<file path="src/rtl/jk_cmd_sequencer.sv">
// rtl/jk_cmd_sequencer.sv - queued JK drive sequencer with expected-Q check
module jk_cmd_sequencer #(
  parameter int DEPTH = 4,
  parameter int LEN_W = 4
) (
  input  logic             clk,
  input  logic             reset,
  input  logic             cmd_valid,
  output logic             cmd_ready,
  input  logic [1:0]       cmd_op,
  input  logic [LEN_W-1:0] cmd_len,
  output logic             j,
  output logic             k,
  input  logic             q_in,
  output logic             busy,
  output logic             chk_pulse,
  output logic             err,
  output logic [7:0]       err_count
);

  localparam int AW = $clog2(DEPTH);
  localparam logic [AW:0] CNT_FULL = (AW+1)'(DEPTH);

  typedef enum logic [1:0] {IDLE, EXEC, CHECK} state_t;

  state_t           state;
  logic [LEN_W+1:0] mem [DEPTH];
  logic [AW-1:0]    wr_ptr;
  logic [AW-1:0]    rd_ptr;
  logic [AW:0]      count;
  logic [1:0]       op;
  logic [LEN_W-1:0] rem;
  logic             exp_q;
  logic             push;
  logic             pop;
  logic [1:0]       head_op;
  logic [LEN_W-1:0] head_len;

  assign cmd_ready = (count != CNT_FULL);
  assign push      = cmd_valid && cmd_ready && !reset;
  // Pops only from IDLE or CHECK, so a freshly pushed entry is never seen the same edge.
  assign pop       = !reset && (count != '0) && (state == IDLE || state == CHECK);
  assign {head_op, head_len} = mem[rd_ptr];
  assign busy      = (state != IDLE) || (count != '0);

  always_ff @(posedge clk) begin
    if (push) mem[wr_ptr] <= {cmd_op, cmd_len};
  end

  always_ff @(posedge clk) begin
    if (reset) begin
      state     <= IDLE;
      j         <= 1'b0;
      k         <= 1'b0;
      exp_q     <= 1'b0;
      wr_ptr    <= '0;
      rd_ptr    <= '0;
      count     <= '0;
      op        <= 2'b00;
      rem       <= '0;
      chk_pulse <= 1'b0;
      err       <= 1'b0;
      err_count <= 8'd0;
    end else begin
      if (push) wr_ptr <= wr_ptr + 1'b1;
      if (pop)  rd_ptr <= rd_ptr + 1'b1;
      if (push && !pop)      count <= count + 1'b1;
      else if (pop && !push) count <= count - 1'b1;

      case (state)
        IDLE: begin
          if (pop) begin
            op     <= head_op;
            rem    <= head_len;
            {j, k} <= head_op;
            state  <= EXEC;
          end
        end
        EXEC: begin
          // Mirrors the downstream flip-flop, which sees this same {j,k} at this edge.
          case (op)
            2'b01:   exp_q <= 1'b0;
            2'b10:   exp_q <= 1'b1;
            2'b11:   exp_q <= ~exp_q;
            default: exp_q <= exp_q;
          endcase
          if (rem == '0) begin
            {j, k}    <= 2'b00;
            chk_pulse <= 1'b1;
            state     <= CHECK;
          end else begin
            rem <= rem - 1'b1;
          end
        end
        CHECK: begin
          chk_pulse <= 1'b0;
          if (q_in != exp_q) begin
            err <= 1'b1;
            if (err_count != 8'hFF) err_count <= err_count + 8'd1;
          end
          if (pop) begin
            op     <= head_op;
            rem    <= head_len;
            {j, k} <= head_op;
            state  <= EXEC;
          end else begin
            state <= IDLE;
          end
        end
        default: begin
          {j, k}    <= 2'b00;
          chk_pulse <= 1'b0;
          state     <= IDLE;
        end
      endcase
    end
  end

endmodule

</file>
<file path="config.mk">
export PLATFORM = sky130hd
export DESIGN_NAME = jk_cmd_sequencer
export DESIGN_NICKNAME = d
export VERILOG_FILES = /design/src/rtl/jk_cmd_sequencer.sv
export SDC_FILE = /design/constraint.sdc
export NUM_CORES = 1
export LEC_CHECK = 0
export CORE_MARGIN = 2
export CORE_UTILIZATION = 29
export DETAILED_ROUTE_END_ITERATION = 16
export DONT_BUFFER_PORTS = 1
export PLACE_DENSITY_LB_ADDON = 0.3
export SLEW_MARGIN = 15
export SYNTH_ARGS = -nofsm -noshare
export SYNTH_HDL_FRONTEND = slang
export SYNTH_SLANG_ARGS = --single-unit
</file>
<file path="constraint.sdc">
create_clock -name clk -period 2.74 [get_ports clk]
set_input_delay 0.822 -clock clk [delete_from_list [all_inputs] [get_ports clk]]
set_output_delay 0.822 -clock clk [all_outputs]
set_load 0.01 [all_outputs]
</file>
==> flow_summary.json <==
{
  "status": "finished clean",
  "setup_violations": 0,
  "critPathArrivalTime_ns": 1.58,
  "areaGrowthSynthToFinish_pct": 8.46,
  "post_drt_wl_per_cell_um": 13.9,
  "fill_cells": 815,
  "hold_path.class": "reg2reg",
  "crit_fanout": 5,
  "ys_seq_area_share_pct": 56.5,
  "syn_area_per_cell_um2": 11.8,
  "setup_slack_ns": 0.341,
  "fin_skew_ns": 0.0105,
  "drtIter0Drc": 57,
  "place_ws_ns": 0.261,
  "final_util_pct": 32.6,
  "die_w_um": 93.8,
  "antenna_found_initial": 0,
  "leakage_uw": 0.000861,
  "slowest_stage": "or3_1",
  "clkSlewWorstSetupHoldPaths_ns": 0.10,
  "yosys-top-cells-area": "edfxtp_1 31%, dfxtp_1 26%, mux4_2 5.8%, ha_1 3.7%, a21oi_1 3.2%",
  "worst_pin_slew_ns": 0.657,
  "fmax_mhz": 417,
  "cts_buffers": 5,
  "drcViolationCount": 0,
  "cp_top_family": "simple AND/OR/NAND/NOR gates",
  "routed_wirelength_um": 4250,
  "via_per_inst": 4.81,
  "fin_crit_ns": 2.40,
  "synth_nets": 216,
  "cts_tree": "done",
  "die_area_mm2": 0.00879,
  "root_buffer": "clkbuf_8",
  "hold_violations": 0,
  "hpwl_um": 2970,
  "grt-ovfl-total": 0,
  "grt_use_total_pct": 10.3,
  "synth_seq_cells": 54,
  "rsz0062_at_grt": "no",
  "num_vias": 1467,
  "max-cap-violations": 0,
  "crit_top_cell": "or3_1",
  "final_nets": 220,
  "grt_max_degree": 33,
  "ys_warn_count": 0,
  "core_mm2": 0.00777,
  "cts.htree.levels": 2,
  "grt_pass1_wl_um": 6980,
  "die_y_um": 93.8,
  "syn_inst": 198,
  "slew_violations": 0,
  "ys_async_sr_fraction_pct": 0,
  "peakVddDrop_mv": 0.291,
  "drtAntennaViolNets": 0,
  "fin_setup_tns_ns": 0,
  "start_util_pct": 30.1,
  "synth_top_cell_area_share_pct": 30.8,
  "grt_pass1_vias": 1406,
  "path_class": "reg2out",
  "syn_area_mm2": 0.00234,
  "gp_congestion": 0.728,
  "yosys-top-cells-count": "30 x dfxtp_1, 24 x edfxtp_1, 18 x nor2_1, 15 x a21oi_1, 12 x nand2_1",
  "synth_edf_count": 24,
  "clk_path_buf_depth": 2,
  "clock_sinks": 54,
  "cp-start-kind": "register",
  "drive_gt1_share_pct": 12.8,
  "post_cts_buffers": 0,
  "hold_buffers": 0,
  "dp_cells": 297,
  "ios": 24,
  "yosys.cell_count.top_type": "dfxtp_1",
  "max_stage_delay_ns": 0.48,
  "fin_crit_sh_pct": 87.5,
  "power.density_mw_per_mm2": 856,
  "synth-main-ff-cell": "dfxtp_1",
  "n_antenna_cell": 0,
  "hold_ws_ns": 0.461,
  "synth_top_area_cell": "edfxtp_1",
  "path_cells": "or3_1, or3_1",
  "port_buffers": 0,
  "ys_types": 46,
  "cp_num_buf_inv": 0,
  "slew_headroom_pct": 55.8,
  "num_rows": 32,
  "final-instance-count-excl-fill": 305,
  "cp-end-kind": "primary output",
  "first_pass_iters": 4,
  "ctsResizeCount": 0,
  "clkLatencyLatePin_ns": 0.31,
  "cp.required_ns": 1.92
}
## report_power, final
part           switching (µW)  internal (µW)
clock network             286            189
registers                 131            965
logic                     309            290
## state kept, by name (all words and copies together), names as in the netlist, named ones only
register,cells
rem,4
mem,24
state,2
err_count,8
wr_ptr,2
exp_q,1
err,1
j,1
k,1
chk_pulse,1
count,3
op,2
rd_ptr,2
## through the flow
| stage | power [µW] | instance area (µm²) |
|---|---|---|
| finish | 2170 | 2530 |
| global route | 2330 | 2530 |
| CTS | 2190 | 2530 |
| detailed placement | 1710 | 2440 |
| global placement | 1710 | 2440 |
| floorplan | 1580 | 2340 |
## routing by layer
layer,wire length (µm),track usage (%)
met2,1840,15.2
met1,2120,14.0
met3,242,3.45
met5,0,0
met4,40,3.50
## worst paths after layout
path | slack, ns | start | depth (start not counted) | endpoint
max | 0.34 | count[0] | 2 | busy
min | 0.46 | op[0] | 1 | exp_q
max reg2reg | 0.40 | count[0] | 9 | count[2]
min reg2reg | 0.46 | op[0] | 1 | exp_q
## area by class of cell
type	instances	area [µm²]	share of cell area [%]
inverters	7	26.3	1.04
flip-flops and latches	54	1320	52.1
multi-input cells	132	950	37.5
clock inverters	3	26.3	1.04
clock buffers	5	68.8	2.71
well taps	102	128	5.03
repair buffers	2	15.0	0.592
## worst reg2reg max path: cells and delay by family, from the launching register on
family / cells / cell delay (ns)
adders and majority gates: 2 / 0.59
and+or+nand+nor: 3 / 0.77
xor gates and xnor gates: 1 / 0.17
AOI/OAI and AO/OA: 1 / 0.15
DFF: 1 / 0.37
buffers and inverters: 2 / 0.24
## kinds of logic after synthesis
group,after synthesis,synth area share [%]
DFF,54,56.5
muxes,10,7.55
adders and majority gates,8,4.60
AOI/OAI and AO/OA,31,8.35
and+or+nand+nor,77,17.6
xor gates and xnor gates,6,2.57
buffers and inverters,12,2.84
## cell usage in the layout, fill, tap and decap left out, drive strengths merged, types with 3 or more instances in the layout
master,netlist,final
edfxtp,24,24
nor2,18,18
nand3,10,10
o21ai,4,4
and2,6,6
xor2,4,4
nor3,5,5
mux2i,3,3
dfxtp,30,30
ha,7,7
nor3b,3,3
clkbuf,4,5
nand2,13,13
or4,3,3
mux4,6,6
or3,5,5
a21oi,15,15
inv,7,9
(Power assumes the default switching activity.)
